`src/rtl/id_ex_reg.sv`:
```
`default_nettype none
// ============================================================================
//  Module      : id_ex_reg
//  Description : ID/EX pipeline register. Captures decoded operands, the
//                immediate and control from ID and presents them to EX.
//                Supports stall (hold), flush (bubble) and write-back
//                refresh of held source operands while stalled.
//  Revision    : 1.0  initial release
// ============================================================================
module id_ex_reg #(
  parameter int DW   = 32,
  parameter int RW   = 5,
  parameter int AOPW = 4
) (
  input  logic            clk,
  input  logic            reset,
  input  logic            stall,
  input  logic            flush,
  input  logic            id_valid,
  input  logic [DW-1:0]   id_pc,
  input  logic [DW-1:0]   id_rs_data,
  input  logic [DW-1:0]   id_rt_data,
  input  logic [DW-1:0]   id_imm,
  input  logic [RW-1:0]   id_rs,
  input  logic [RW-1:0]   id_rt,
  input  logic [RW-1:0]   id_rd,
  input  logic [AOPW-1:0] id_alu_op,
  input  logic            id_alusrc,
  input  logic            id_regwrite,
  input  logic            id_memwrite,
  input  logic            id_memtoreg,
  input  logic            wb_we,
  input  logic [RW-1:0]   wb_addr,
  input  logic [DW-1:0]   wb_data,
  output logic            ex_valid,
  output logic [DW-1:0]   ex_pc,
  output logic [DW-1:0]   ex_rs_data,
  output logic [DW-1:0]   ex_rt_data,
  output logic [DW-1:0]   ex_imm,
  output logic [RW-1:0]   ex_rs,
  output logic [RW-1:0]   ex_rt,
  output logic [RW-1:0]   ex_rd,
  output logic [AOPW-1:0] ex_alu_op,
  output logic            ex_alusrc,
  output logic            ex_regwrite,
  output logic            ex_memwrite,
  output logic            ex_memtoreg
);

  // A write-back to a non-zero register that a held instruction reads
  // must replace the stale operand; register 0 is hard-wired to zero.
  logic wb_live;
  logic rs_refresh;
  logic rt_refresh;

  assign wb_live    = wb_we && (wb_addr != '0);
  assign rs_refresh = wb_live && (wb_addr == ex_rs);
  assign rt_refresh = wb_live && (wb_addr == ex_rt);

  // Pipeline register: reset and flush both produce an all-zero bubble,
  // stall holds (with operand refresh), otherwise load from ID.
  always_ff @(posedge clk) begin
    if (reset || flush) begin
      ex_valid    <= 1'b0;
      ex_pc       <= '0;
      ex_rs_data  <= '0;
      ex_rt_data  <= '0;
      ex_imm      <= '0;
      ex_rs       <= '0;
      ex_rt       <= '0;
      ex_rd       <= '0;
      ex_alu_op   <= '0;
      ex_alusrc   <= 1'b0;
      ex_regwrite <= 1'b0;
      ex_memwrite <= 1'b0;
      ex_memtoreg <= 1'b0;
    end else if (stall) begin
      if (rs_refresh) ex_rs_data <= wb_data;
      if (rt_refresh) ex_rt_data <= wb_data;
    end else begin
      ex_valid    <= id_valid;
      ex_pc       <= id_pc;
      ex_rs_data  <= id_rs_data;
      ex_rt_data  <= id_rt_data;
      ex_imm      <= id_imm;
      ex_rs       <= id_rs;
      ex_rt       <= id_rt;
      ex_rd       <= id_rd;
      ex_alu_op   <= id_alu_op;
      ex_alusrc   <= id_alusrc;
      // Side-effecting control is suppressed for a non-instruction.
      ex_regwrite <= id_valid & id_regwrite;
      ex_memwrite <= id_valid & id_memwrite;
      ex_memtoreg <= id_valid & id_memtoreg;
    end
  end

endmodule
`default_nettype wire
```
`config.mk`:
```
export PLATFORM = sky130hd
export DESIGN_NAME = id_ex_reg
export DESIGN_NICKNAME = d
export VERILOG_FILES = /design/src/rtl/id_ex_reg.sv
export SDC_FILE = /design/constraint.sdc
export NUM_CORES = 1
export LEC_CHECK = 0
export CAP_MARGIN = 20
export CORE_MARGIN = 3
export CORE_UTILIZATION = 25
export CTS_BUF_LIST = sky130_fd_sc_hd__clkbuf_16
export CTS_CLUSTER_DIAMETER = 150
export DETAILED_ROUTE_END_ITERATION = 12
export GPL_TIMING_DRIVEN = 0
export SLEW_MARGIN = 30
export SYNTH_ARGS = -nofsm -noshare
export SYNTH_HDL_FRONTEND = slang
export SYNTH_SLANG_ARGS = --single-unit
```
`constraint.sdc`:
```
create_clock -name clk -period 2.5 [get_ports clk]
set_input_delay 0.5 -clock clk [delete_from_list [all_inputs] [get_ports clk]]
set_output_delay 0.5 -clock clk [all_outputs]
set_load 0.01 [all_outputs]
```
After elaboration in Yosys (flattened, before gate mapping)
Index checks and enable logic that the tools add are counted.
{"block": "totals", "inputBits": 194, "regBits": 152, "word_cells": 29}
{"block": "classes", "mux": 4, "reduce_logical": 5, "eq_ne": 4, "bitwise_logic": 3}
{"cell": "32-bit two-way mux", "n": 4}
{"cell": "5-bit equality test", "n": 2}
{"cell": "5-bit nonzero test", "n": 1}
{"cell": "2-bit by 1-bit != test with 1-bit output, second input constant", "n": 2}
{"cell": "1-bit bitwise AND", "n": 3}
{"cell": "1-bit logical AND", "n": 3}
{"cell": "1-bit logical OR", "n": 1}

Depth between registers and ports, before layout
{"block": "depth", "ltp_word": 5, "mapped_depth": 6, "ltp_nobuf": 4}

Worst setup path after synthesis
No wires, ideal clock.
{"block": "synth_path", "kind": "in2reg", "startpoint": "input wb_addr[1]", "endpoint": "register ex_rt_data[10]", "required_time_ns": 2.359, "path_slack_ns": 0.592, "path_stages": 6, "n_path_buf": 2, "setup_time_ns": 0.141, "arrival_ns": 1.767, "cell_sequence": "or4_1 -> o211a_1 -> buf_6 -> buf_2 -> a31oi_1 -> nor3_2"}
{"block": "synth_via", "elab_chain_len": 4, "word_cells_on_any_way": 5, "cone_classes": "eq/ne (2); reduce/logical (3)"}
{"element": "from (decl)", "line_no": "33", "rtl": "input logic [RW-1:0] wb_addr,"}
{"element": "5-bit nonzero test", "line_no": "56", "rtl": "assign wb_live = wb_we && (wb_addr != '0);"}
{"element": "1-bit logical AND", "line_no": "56"}
{"element": "1-bit logical AND *", "line_no": "58", "rtl": "assign rt_refresh = wb_live && (wb_addr == ex_rt);"}
{"element": "2-bit by 1-bit != test with 1-bit output (no source line) *"}
{"element": "to (signal assigned)", "line_no": "79", "rtl": "if (rt_refresh) ex_rt_data <= wb_data;"}
{"element": "to (signal assigned)", "line_no": "84", "rtl": "ex_rt_data <= id_rt_data;"}
{"element": "to (decl)", "line_no": "38", "rtl": "output logic [DW-1:0] ex_rt_data,"}
Mark *: on every way between the ends. The rest lies on a longest branch, timed or not.
A chain may end at the register's enable or synchronous reset.

Final worst setup path
{"block": "layout_path", "startpoint": "input flush", "endpoint": "register ex_rt_data[21]"}
{"block": "layout_via", "elab_chain_len": 1}
{"element": "from (decl)", "line_no": "18", "rtl": "input logic flush,"}
{"element": "1-bit logical OR", "line_no": "63", "rtl": "if (reset || flush) begin"}
No other way between the ends.

==> reports/results.txt <==
CTS Root Cell -> clkbuf_16
worst slack, placed -> -360 ps
global-route wire length before repair -> 40.7 mm
drt initial violations -> 188
clock buffer depth -> 2
IO Count -> 346
Die ar. -> 30500 um^2
Clock Skew -> 7.69 ps
DR vias -> 6455
PwrDens -> 544 nW/um^2
RSZ-0062 raised after global routing -> no
CTS resizes -> 0
final net count -> 1256
drt drc -> 0
WL/cell -> 18.4 um
Chip Width -> 175 um
final non-filler cell total -> 1453
yosys warns -> 0
Detailed Routing Iterations Pass 1 -> 4
Syn Area/Cell -> 10.2 um^2
Starting Density -> 25.4%
hold_buf cts -> 0
critical path fanouts, max -> 10
Achievable Freq -> 428 MHz
number of synthesized flops with an enable pin -> 0
Fill cells -> 2821
maximum vdd drop -> 0.317 mV
max-slew violations -> 0
PnR worst setup slack -> 166 ps
initial antenna violation count -> 1
gr ovfl total -> 0
synthesized flop and latch total -> 152
register area share after synthesis -> 42.8%
largest net degree at the start of global routing -> 17
htree depth -> 4
Storage cell area -> 3040 um^2
CP Data Required Time -> 2770 ps
pin slew with the least headroom to its limit -> 939 ps
total CTS buffers -> 17
Worst-path clk slew -> 70 ps
cell count after placement -> 1421
GPL Wtd Cong -> 0.759
Max-slew headroom -> 37.4%
Crit Path Category -> in2reg
Final Routed Wirelength -> 26.7 mm
Post-CTS Setup Inserts -> 0
vias per inst -> 4.44
Syn Inst Count -> 699
setup TNS -> 0 ps
HPWL Detailed -> 20.7 mm
Setup crit start kind -> primary input
final period utilization -> 93.4%
port bufs -> 344
area of the multi-input gates -> 3750 um^2
antenna-violating nets left -> 0
status -> complete, no violations
antenna cells -> 0
Sink Count -> 152
data arrival time of the critical path -> 2600 ps
vias in the first global route -> 6828
clk_lat worst skew -> 420 ps
Hold WC Path Type -> reg2reg
total of max-cap violations -> 0
worst hold margin -> 458 ps
Setup violations, final -> 0
Static Leak -> 4.55 nW
CTS tree -> done
most common flop cell mapped by yosys -> dfxtp_1
Die Y -> 175 um
synth unique cells -> 26
Synthesized Nets -> 893
Final Hold Fails -> 0
area of the mapped netlist -> 7110 um^2
row cnt -> 61
GRT Total Usage -> 17.1%
Core ar. -> 27900 um^2
layout cells sized above 1 -> 14.4%
area delta synth->final -> 63.2%
fin crit period -> 2330 ps
fraction of registers with async set/reset -> 0%
crit end category -> flip-flop
## metal layers
| layer | routed length (um) | track usage [%] | vias up |
|---|---|---|---|
| met5 | 13 | 0 | - |
| met4 | 247 | 3.72 | 2 |
| met3 | 2430 | 6.91 | 13 |
| met2 | 12700 | 29.0 | 246 |
| met1 | 11300 | 20.4 | 3004 |
| li1 | - | - | 3190 |
## cells in the final DEF (no fill, tap or decap), drive strengths merged, types with 9 or more instances in the layout
master         instances
clkdlybuf4s50        344
dfxtp                152
mux2i                148
nor2                  89
mux2                  64
nand2                 64
clkbuf                54
nor3                  33
a31oi                 32
and4                  32
buf                   27
inv                    9
## Yosys cell counts, drive strengths merged (5+ instances only)
master | count | area, um^2
and4 | 32 | 293
xnor2 | 5 | 43.8
dfxtp | 152 | 3040
nor2 | 89 | 334
buf | 27 | 180
mux2i | 148 | 1480
a31oi | 32 | 200
nor3 | 33 | 310
nand2 | 64 | 240
clkbuf | 37 | 139
xor2 | 5 | 43.8
mux2 | 64 | 721
## path summary, 6_finish.rpt
check	cells after the start	startpoint	slack [ps]	endpoint
min reg2reg	2	ex_rs_data[16]$_SDFFE_PP0P_	460	ex_rs_data[16]$_SDFFE_PP0P_
max	5	flush	170	ex_rt_data[21]$_SDFFE_PP0P_
min	2	ex_rs_data[16]$_SDFFE_PP0P_	460	ex_rs_data[16]$_SDFFE_PP0P_
max reg2reg	5	ex_rt[3]$_SDFFE_PP0N_	390	ex_rt_data[25]$_SDFFE_PP0P_
## where the power goes
part | switching [mW] | internal [mW]
clock network | 1.20 | 1.41
registers | 0.0469 | 2.51
logic | 0.488 | 0.657
## through the flow
stage / util (%) / power, mW / area [um^2]
2_1_floorplan: - / 3.12 / 7110
3_3_place_gp: 39.5 / 3.76 / 11000
3_5_place_dp: 39.5 / 3.76 / 11000
4_1_cts: 41.5 / 6.43 / 11600
5_1_grt: 41.5 / 6.63 / 11600
6_report: 41.5 / 6.31 / 11600
## cell families after synthesis
group | share of synthesized area [%]
AOI/OAI and AO/OA | 3.57
xor gates and xnor gates | 1.23
buffers and inverters | 4.49
DFF | 42.8
muxes | 31.0
and+or+nand+nor | 16.9
## sequential cells by signal (all words and copies together), names as in the netlist
register	count
ex_rt	5
ex_rs_data	32
ex_rt_data	32
ex_rs	5
ex_rd	5
ex_imm	32
ex_alu_op	4
ex_valid	1
ex_memtoreg	1
ex_pc	32
ex_memwrite	1
ex_alusrc	1
ex_regwrite	1
## area by class of cell
| cell class | instances | area share, % |
|---|---|---|
| Buffer | 64 | 2.75 |
| Clock buffer | 17 | 3.67 |
| Clock inverter | 15 | 1.32 |
| Multi-Input combinational cell | 483 | 32.3 |
| Sequential cell | 152 | 26.2 |
| Tap cell | 378 | 4.08 |
| Timing Repair Buffer | 344 | 29.7 |
## worst max-delay path, stage by stage
cell and delay, ps:
clkdlybuf4s50_1 480, or2_1 170, clkbuf_1 720, clkbuf_1 630
nor3_2 110
No activity file was read; power rests on OpenSTA's default activity.
